<file path="src/rtl/capture_pkg.sv">
// Shared types and constants for the capture write-side sequencer.
package capture_pkg;

  typedef enum logic [2:0] {
    IDLE      = 3'd0,
    PRE       = 3'd1,
    WAIT_TRIG = 3'd2,
    POST      = 3'd3,
    DONE      = 3'd4
  } capture_state_t;

  localparam logic EDGE_FALL = 1'b0;
  localparam logic EDGE_RISE = 1'b1;

endpackage

</file>
<file path="src/rtl/capture_ctrl_if.sv">
// Sample/config/FIFO-write bundle between the ADC front end, host config and capture_ctrl.
interface capture_ctrl_if #(
  parameter int DATA_WIDTH = 8,
  parameter int CNT_WIDTH  = 10
);
  import capture_pkg::*;

  // Handshake: sample_valid_i qualifies sample_i for exactly the cycle it is high; there is
  // no ready/backpressure, so a write due while fifo_full_i is high is dropped and flagged.
  logic                  arm_i;
  logic                  abort_i;
  logic [DATA_WIDTH-1:0] sample_i;
  logic                  sample_valid_i;
  logic [DATA_WIDTH-1:0] trig_level_i;
  logic                  trig_rising_i;
  logic [CNT_WIDTH-1:0]  pre_len_i;
  logic [CNT_WIDTH-1:0]  post_len_i;
  logic                  fifo_full_i;
  logic                  fifo_wr_en_o;
  logic [DATA_WIDTH-1:0] fifo_wr_data_o;
  logic                  busy_o;
  logic                  triggered_o;
  logic                  done_o;
  logic                  overflow_o;
  capture_state_t        state_o;

  modport slave (
    input  arm_i, abort_i, sample_i, sample_valid_i, trig_level_i, trig_rising_i,
           pre_len_i, post_len_i, fifo_full_i,
    output fifo_wr_en_o, fifo_wr_data_o, busy_o, triggered_o, done_o, overflow_o, state_o
  );

  modport master (
    output arm_i, abort_i, sample_i, sample_valid_i, trig_level_i, trig_rising_i,
           pre_len_i, post_len_i, fifo_full_i,
    input  fifo_wr_en_o, fifo_wr_data_o, busy_o, triggered_o, done_o, overflow_o, state_o
  );

endinterface

</file>
<file path="src/rtl/capture_ctrl_trig_detect.sv">
// Level-crossing trigger detector: remembers the last tracked valid sample and flags a crossing.
module trig_detect
  import capture_pkg::*;
#(
  parameter int DATA_WIDTH = 8
) (
  input  logic                  i_clk,
  input  logic                  i_rst,
  input  logic                  i_clear,
  input  logic                  i_track,
  input  logic                  i_enable,
  input  logic                  i_valid,
  input  logic [DATA_WIDTH-1:0] i_sample,
  input  logic [DATA_WIDTH-1:0] i_level,
  input  logic                  i_rising,
  output logic                  o_hit
);

  logic [DATA_WIDTH-1:0] r_prev;
  logic                  r_prev_valid;
  logic                  w_rise_cross;
  logic                  w_fall_cross;

  // Clear wins so the sample seen on the arm cycle never becomes "prev".
  always_ff @(posedge i_clk) begin
    if (i_rst) begin
      r_prev       <= '0;
      r_prev_valid <= 1'b0;
    end else if (i_clear) begin
      r_prev_valid <= 1'b0;
    end else if (i_track && i_valid) begin
      r_prev       <= i_sample;
      r_prev_valid <= 1'b1;
    end
  end

  assign w_rise_cross = (r_prev < i_level) && (i_sample >= i_level);
  assign w_fall_cross = (r_prev > i_level) && (i_sample <= i_level);

  assign o_hit = i_enable && i_valid && r_prev_valid &&
                 ((i_rising == EDGE_RISE) ? w_rise_cross : w_fall_cross);

endmodule

</file>
<file path="src/rtl/capture_ctrl.sv">
// Write-side sequencer for the sample FIFO: pre-trigger, trigger and post-trigger sample pushes.
module capture_ctrl
  import capture_pkg::*;
#(
  parameter int DATA_WIDTH = 8,
  parameter int CNT_WIDTH  = 10
) (
  input  logic           clk_i,
  input  logic           rst_i,
  capture_ctrl_if.slave  bus
);

  capture_state_t        r_state;
  logic [CNT_WIDTH-1:0]  r_pre_len;
  logic [CNT_WIDTH-1:0]  r_post_len;
  logic [CNT_WIDTH-1:0]  r_cnt;
  logic [DATA_WIDTH-1:0] r_level;
  logic                  r_rising;
  logic                  r_wr_en;
  logic [DATA_WIDTH-1:0] r_wr_data;
  logic                  r_triggered;
  logic                  r_done;
  logic                  r_overflow;

  logic                  w_arm_accept;
  logic                  w_abort;
  logic                  w_track;
  logic                  w_trig_en;
  logic                  w_hit;
  logic                  w_write_due;
  logic [CNT_WIDTH-1:0]  w_cnt_next;

  assign w_arm_accept = (r_state == IDLE) && bus.arm_i && !bus.abort_i;
  assign w_abort      = (r_state != IDLE) && bus.abort_i;
  assign w_track      = (r_state == PRE) || (r_state == WAIT_TRIG);
  assign w_trig_en    = (r_state == WAIT_TRIG) && !bus.abort_i;
  assign w_cnt_next   = r_cnt + 1'b1;

  trig_detect #(.DATA_WIDTH(DATA_WIDTH)) u_trig (
    .i_clk    (clk_i),
    .i_rst    (rst_i),
    .i_clear  (w_arm_accept),
    .i_track  (w_track),
    .i_enable (w_trig_en),
    .i_valid  (bus.sample_valid_i),
    .i_sample (bus.sample_i),
    .i_level  (r_level),
    .i_rising (r_rising),
    .o_hit    (w_hit)
  );

  always_comb begin
    w_write_due = 1'b0;
    if (!w_abort && bus.sample_valid_i) begin
      unique case (r_state)
        PRE, POST: w_write_due = 1'b1;
        WAIT_TRIG: w_write_due = w_hit;
        default:   w_write_due = 1'b0;
      endcase
    end
  end

  always_ff @(posedge clk_i) begin
    if (rst_i) begin
      r_state     <= IDLE;
      r_pre_len   <= '0;
      r_post_len  <= '0;
      r_cnt       <= '0;
      r_level     <= '0;
      r_rising    <= 1'b0;
      r_wr_en     <= 1'b0;
      r_wr_data   <= '0;
      r_triggered <= 1'b0;
      r_done      <= 1'b0;
      r_overflow  <= 1'b0;
    end else begin
      r_wr_en <= 1'b0;
      r_done  <= 1'b0;
      // A full FIFO drops the write but the counters below still advance.
      if (w_write_due) begin
        r_wr_data <= bus.sample_i;
        if (bus.fifo_full_i) r_overflow <= 1'b1;
        else                 r_wr_en    <= 1'b1;
      end
      if (w_abort) begin
        r_state <= IDLE;
        r_cnt   <= '0;
      end else begin
        unique case (r_state)
          IDLE: begin
            if (w_arm_accept) begin
              r_pre_len   <= bus.pre_len_i;
              r_post_len  <= bus.post_len_i;
              r_level     <= bus.trig_level_i;
              r_rising    <= bus.trig_rising_i;
              r_overflow  <= 1'b0;
              r_triggered <= 1'b0;
              r_cnt       <= '0;
              r_state     <= (bus.pre_len_i != '0) ? PRE : WAIT_TRIG;
            end
          end
          PRE: begin
            if (bus.sample_valid_i) begin
              if (w_cnt_next == r_pre_len) begin
                r_cnt   <= '0;
                r_state <= WAIT_TRIG;
              end else begin
                r_cnt <= w_cnt_next;
              end
            end
          end
          WAIT_TRIG: begin
            if (w_hit) begin
              r_triggered <= 1'b1;
              r_cnt       <= '0;
              if (r_post_len != '0) begin
                r_state <= POST;
              end else begin
                r_state <= DONE;
                r_done  <= 1'b1;
              end
            end
          end
          POST: begin
            if (bus.sample_valid_i) begin
              if (w_cnt_next == r_post_len) begin
                r_cnt   <= '0;
                r_state <= DONE;
                r_done  <= 1'b1;
              end else begin
                r_cnt <= w_cnt_next;
              end
            end
          end
          DONE:    r_state <= IDLE;
          default: r_state <= IDLE;
        endcase
      end
    end
  end

  assign bus.fifo_wr_en_o   = r_wr_en;
  assign bus.fifo_wr_data_o = r_wr_data;
  assign bus.busy_o         = (r_state != IDLE);
  assign bus.triggered_o    = r_triggered;
  assign bus.done_o         = r_done;
  assign bus.overflow_o     = r_overflow;
  assign bus.state_o        = r_state;

endmodule

</file>
<file path="src/flat_wrapper.sv">
// flat-port wrapper written by rule: the top's interface ports become plain ports
module capture_ctrl_flat import capture_pkg::*;
#(
  parameter int DATA_WIDTH = 8,
  parameter int CNT_WIDTH  = 10
)
  (clk_i, rst_i, bus_arm_i, bus_abort_i, bus_sample_i, bus_sample_valid_i, bus_trig_level_i, bus_trig_rising_i, bus_pre_len_i, bus_post_len_i, bus_fifo_full_i, bus_fifo_wr_en_o, bus_fifo_wr_data_o, bus_busy_o, bus_triggered_o, bus_done_o, bus_overflow_o, bus_state_o);
  capture_ctrl_if #(.DATA_WIDTH(DATA_WIDTH), .CNT_WIDTH(CNT_WIDTH)) bus_i ();
  input  logic clk_i;
  input  logic rst_i;
  input wire logic [$bits(bus_i.arm_i)-1:0] bus_arm_i;
  input wire logic [$bits(bus_i.abort_i)-1:0] bus_abort_i;
  input wire logic [$bits(bus_i.sample_i)-1:0] bus_sample_i;
  input wire logic [$bits(bus_i.sample_valid_i)-1:0] bus_sample_valid_i;
  input wire logic [$bits(bus_i.trig_level_i)-1:0] bus_trig_level_i;
  input wire logic [$bits(bus_i.trig_rising_i)-1:0] bus_trig_rising_i;
  input wire logic [$bits(bus_i.pre_len_i)-1:0] bus_pre_len_i;
  input wire logic [$bits(bus_i.post_len_i)-1:0] bus_post_len_i;
  input wire logic [$bits(bus_i.fifo_full_i)-1:0] bus_fifo_full_i;
  output wire logic [$bits(bus_i.fifo_wr_en_o)-1:0] bus_fifo_wr_en_o;
  output wire logic [$bits(bus_i.fifo_wr_data_o)-1:0] bus_fifo_wr_data_o;
  output wire logic [$bits(bus_i.busy_o)-1:0] bus_busy_o;
  output wire logic [$bits(bus_i.triggered_o)-1:0] bus_triggered_o;
  output wire logic [$bits(bus_i.done_o)-1:0] bus_done_o;
  output wire logic [$bits(bus_i.overflow_o)-1:0] bus_overflow_o;
  output wire logic [$bits(bus_i.state_o)-1:0] bus_state_o;
  assign bus_i.arm_i = bus_arm_i;
  assign bus_i.abort_i = bus_abort_i;
  assign bus_i.sample_i = bus_sample_i;
  assign bus_i.sample_valid_i = bus_sample_valid_i;
  assign bus_i.trig_level_i = bus_trig_level_i;
  assign bus_i.trig_rising_i = bus_trig_rising_i;
  assign bus_i.pre_len_i = bus_pre_len_i;
  assign bus_i.post_len_i = bus_post_len_i;
  assign bus_i.fifo_full_i = bus_fifo_full_i;
  assign bus_fifo_wr_en_o = bus_i.fifo_wr_en_o;
  assign bus_fifo_wr_data_o = bus_i.fifo_wr_data_o;
  assign bus_busy_o = bus_i.busy_o;
  assign bus_triggered_o = bus_i.triggered_o;
  assign bus_done_o = bus_i.done_o;
  assign bus_overflow_o = bus_i.overflow_o;
  assign bus_state_o = bus_i.state_o;
  capture_ctrl #(.DATA_WIDTH(DATA_WIDTH), .CNT_WIDTH(CNT_WIDTH)) u_core (.clk_i(clk_i), .rst_i(rst_i), .bus(bus_i));
endmodule
</file>
<file path="config.mk">
export PLATFORM = sky130hd
export DESIGN_NAME = capture_ctrl_flat
export DESIGN_NICKNAME = d
export VERILOG_FILES = /design/src/rtl/capture_pkg.sv /design/src/rtl/capture_ctrl_if.sv /design/src/rtl/capture_ctrl_trig_detect.sv /design/src/rtl/capture_ctrl.sv /design/src/flat_wrapper.sv
export SDC_FILE = /design/constraint.sdc
export NUM_CORES = 1
export LEC_CHECK = 0
export CORE_MARGIN = 4
export CORE_UTILIZATION = 54
export DETAILED_ROUTE_END_ITERATION = 16
export GPL_TIMING_DRIVEN = 0
export PLACE_DENSITY = 0.86
export SLEW_MARGIN = 25
export SYNTH_ARGS = -nofsm -noshare
export SYNTH_HDL_FRONTEND = slang
export SYNTH_SLANG_ARGS = --single-unit
</file>
<file path="constraint.sdc">
create_clock -name clk_i -period 3 [get_ports clk_i]
set_input_delay 0.3 -clock clk_i [delete_from_list [all_inputs] [get_ports clk_i]]
set_output_delay 0.3 -clock clk_i [all_outputs]
set_load 0.02 [all_outputs]
</file>
==> impl_metrics.tcl <==
set metrics [dict create \
    crit_required_ns 3.24 \
    hold-worst-slack_ns 0.462 \
    clk_pin_slew_worst_paths_ns 0.08 \
    clock_network_fraction_of_design_power_pct 24.5 \
    ioPinCount 59 \
    worstRegToRegCells 10 \
    maxSlewHeadroom_pct 50.5 \
    num_vias 3518 \
    synthesis.instances 442 \
    chipWidth_um 90.6 \
    setup.worst_path.class "reg -> reg" \
    period_minus_slack_ns 2.85 \
    cp_max_fo 9 \
    synth_edf_count 0 \
    worstSetupEndpointType "register" \
    layout.filler_cells 517 \
    timing.max_cap.violations 0 \
    achievable-frequency_mhz 350 \
    start_kind "register" \
    antenna_cells_inserted 0 \
    postSynthRegisterBits 63 \
    swShare_pct 38.4 \
    drc_errors 0 \
    groute.usage.overall_pct 24.9 \
    cp-startpoint "u_core.r_level[2]" \
    layout_commonest_cell "sky130_fd_sc_hd__nand2_1" \
    path_delay_family "compound AO/OA/AOI/OAI gates" \
    worst_ir_drop_vdd_uv 425 \
    ctsRootBufferMaster "sky130_fd_sc_hd__clkbuf_8" \
    totalWireLength_um 9960 \
    cp.arrival_ns 3.10 \
    first_global_vias 3536 \
    final.setup.tns_ns 0 \
    syn_avg_cell_area_um2 8.33 \
    most-common-layout-cells "sky130_fd_sc_hd__nand2_1, sky130_fd_sc_hd__dfxtp_1, sky130_fd_sc_hd__clkdlybuf4s50_1" \
    die_height_um 90.6 \
    cts_setup_buffers 0 \
    setup_viol 0 \
    synth.cell_area_mm2 0.00368 \
    yosysTopAreaCellShare_pct 34.2 \
    grt.overflow.total 0 \
    holdBufCountCts 0 \
    mappedNetlistNets 502 \
    number_of_antenna_violations_at_the_first_check_in_global_routing 0 \
    leakagePower_nw 1.78 \
    fin_worst_skew_ns 0.00584 \
    postSynth.asyncResetShare_pct 0 \
    number_of_library_cell_types_mapped_by_synthesis 64 \
    drt_pass1_iterations 6 \
    final.period_utilization_pct 95.2 \
    power.density_mw_per_mm2 593 \
    power_frac_seq_pct 37.1 \
    worst-path-buf-inv 1 \
    h-tree-depth 3 \
    hold-path-endpoint "u_core.r_level[1]" \
    design.die.area_mm2 0.00821 \
    start_util_pct 56.7 \
    grt_pass1_wl_um 16700 \
    worstSkewPairLatency_ns 0.35 \
    report.final.hold_viol_count 0 \
    drt.antenna.violating_nets 0 \
    worst-slew-pin-transition_ns 0.736 \
    clock_tree_from_tritoncts "yes" \
    status "finished clean" \
    synth.yosys.warnings 0 \
    flow.area_growth_from_synthesis_pct 23.3 \
    finalMaxSlewViolations 0 \
    clk_sink_count 63 \
    power.combinational.fraction_pct 38.4 \
    sequential_area_share_after_synthesis_pct 34.2 \
    routed_via_density 5.93 \
    net-switching-power_w 0.00104 \
    worstReg2RegStart "u_core.r_level[2]" \
    rsz0062_at_grt "false" \
    min_path_cells 2 \
    grt_start_max_net_pins 13 \
    drt_iter0_drcs 247 \
    design.core.area_mm2 0.00649 \
    postSynth.topFlopCell "sky130_fd_sc_hd__dfxtp_1" \
    timing.rr.end "u_core.r_cnt[9]" \
    timing.hold.worst.class "reg -> reg" \
    dp_wirelength_um 7560 \
    post_synth_main_area_contributors "sky130_fd_sc_hd__dfxtp_1, sky130_fd_sc_hd__nand2_1, sky130_fd_sc_hd__ha_1" \
    gp_congestion 0.921 \
    power_report.internal_total_w 0.00166 \
    worstPathCellList "inv_1 -> ha_1 -> o21ai_1 -> a21oi_1 -> o31a_1 -> or2_1 -> o32a_4 -> a211oi_4 -> nor2_2 -> a211o_1" \
    clock_buffer_count_from_cts 9 \
    slowest_delay_ns 0.51 \
    place.port_buffers 58 \
    area_taken_by_multi_input_logic_gates_mm2 0.00225 \
    core.rowCount 29 \
    finalNetCount 571 \
    synth_area_leader "sky130_fd_sc_hd__dfxtp_1" \
    cts.path.max_buffers 2 \
    layout.area.seq_mm2 0.00126 \
    min-delay-start "u_core.r_level[1]" \
    drive_gt1_share_pct 8.91 \
    slowest_stage "sky130_fd_sc_hd__a211oi_4" \
    detail_route.wl_per_cell_um 16.8 \
    timing.reg2reg.setup_slack_ns 0.15 \
]
## cells in the mapped netlist, drive strengths merged, types with 5 or more instances
library cell   n
inv           11
buf           12
nand2         75
o21ai         12
o22ai          7
xor2           6
nor3          12
and3           5
nor2b          7
xnor2         15
nand3         10
ha            17
nor2          35
mux2i         16
a21o           6
nor4           7
dfxtp         63
nand4          7
clkbuf        17
a21oi         40
nand2b         6
## kinds of logic after synthesis
kind of cell | share of synthesized area, %
adders and majority gates | 5.77
buffers and inverters | 4.93
and+or+nand+nor | 25.8
DFF | 34.2
xor gates and xnor gates | 7.47
AOI/OAI and AO/OA | 17.1
muxes | 4.65
## per-stage QoR
step                cells  util, %  setup slack [ns]  cell area [um^2]  power, W
floorplan             442        -             0.468              3680   0.00170
global placement      577     67.1            0.0141              4360   0.00198
detailed placement    577     67.1           -0.0276              4360   0.00202
CTS                   593     69.8             0.122              4530   0.00268
global route          593     69.9           0.00297              4540   0.00284
finish                593     69.9             0.145              4540   0.00269
## cell type report
| class | instances | share of cell area, % |
|---|---|---|
| Multi-Input combinational cell | 339 | 49.5 |
| Sequential cell | 63 | 27.8 |
| Timing Repair Buffer | 58 | 12.8 |
| Buffer | 29 | 3.09 |
| Clock buffer | 9 | 2.73 |
| Tap cell | 77 | 2.12 |
| Clock inverter | 7 | 1.10 |
| Inverter | 11 | 0.909 |
## worst register-to-register path: stages, from the launching register on
cell	delay, ns
sky130_fd_sc_hd__dfxtp_1	0.34
sky130_fd_sc_hd__inv_1	0.07
sky130_fd_sc_hd__ha_1	0.29
sky130_fd_sc_hd__o21ai_1	0.12
sky130_fd_sc_hd__a21oi_1	0.06
sky130_fd_sc_hd__o31a_1	0.28
sky130_fd_sc_hd__or2_1	0.27
sky130_fd_sc_hd__o32a_4	0.43
sky130_fd_sc_hd__a211oi_4	0.51
sky130_fd_sc_hd__nor2_2	0.09
sky130_fd_sc_hd__a211o_1	0.31
## sequential cells by signal, summed over array words and instances (netlist names)
| register | flops |
|---|---|
| u_core.bus.done_o | 1 |
| u_core.bus.fifo_wr_data_o | 8 |
| u_core.bus.fifo_wr_en_o | 1 |
| u_core.bus.overflow_o | 1 |
| u_core.bus.state_o | 3 |
| u_core.bus.triggered_o | 1 |
| u_core.r_cnt | 10 |
| u_core.r_level | 8 |
| u_core.r_post_len | 10 |
| u_core.r_pre_len | 10 |
| u_core.r_rising | 1 |
| u_core.u_trig.r_prev | 8 |
| u_core.u_trig.r_prev_valid | 1 |
## worst max path at each step
stage                                 end  slack (ns)  cells past startpoint
final                     u_core.r_cnt[9]        0.15                     10
after global placement    u_core.r_cnt[8]        0.01                     10
after global routing      u_core.r_cnt[4]       0.003                     11
after floorplan           u_core.r_cnt[9]        0.47                     10
after detailed placement  u_core.r_cnt[9]       -0.03                     10
after CTS                 u_core.r_cnt[0]        0.12                     11
## timing repair
action / in CTS / in global routing
resized for setup: 0 / 1
endpoints found under the setup margin: 0 / 5
endpoints found under the hold margin: 0 / 0
## power by group through the flow
stage | registers, W | logic, W | clock network, W
floorplan | 0.00102 | 0.000678 | 0
global placement | 0.00101 | 0.000967 | 0
detailed placement | 0.00102 | 0.00100 | 0
CTS | 0.000999 | 0.00101 | 0.000666
global route | 0.00101 | 0.00112 | 0.000702
finish | 0.00100 | 0.00103 | 0.000659
## per-layer routing
metal  up-vias  part of all wire [%]  GRT usage (%)
met4         0                   1.2           8.67
met1      1661                    43           30.5
met2       139                    48           41.4
li1       1705                     -              -
met3        13                   7.7           7.42
met5         -                     0              0
Note: power is estimated with default switching activity, not from simulation.
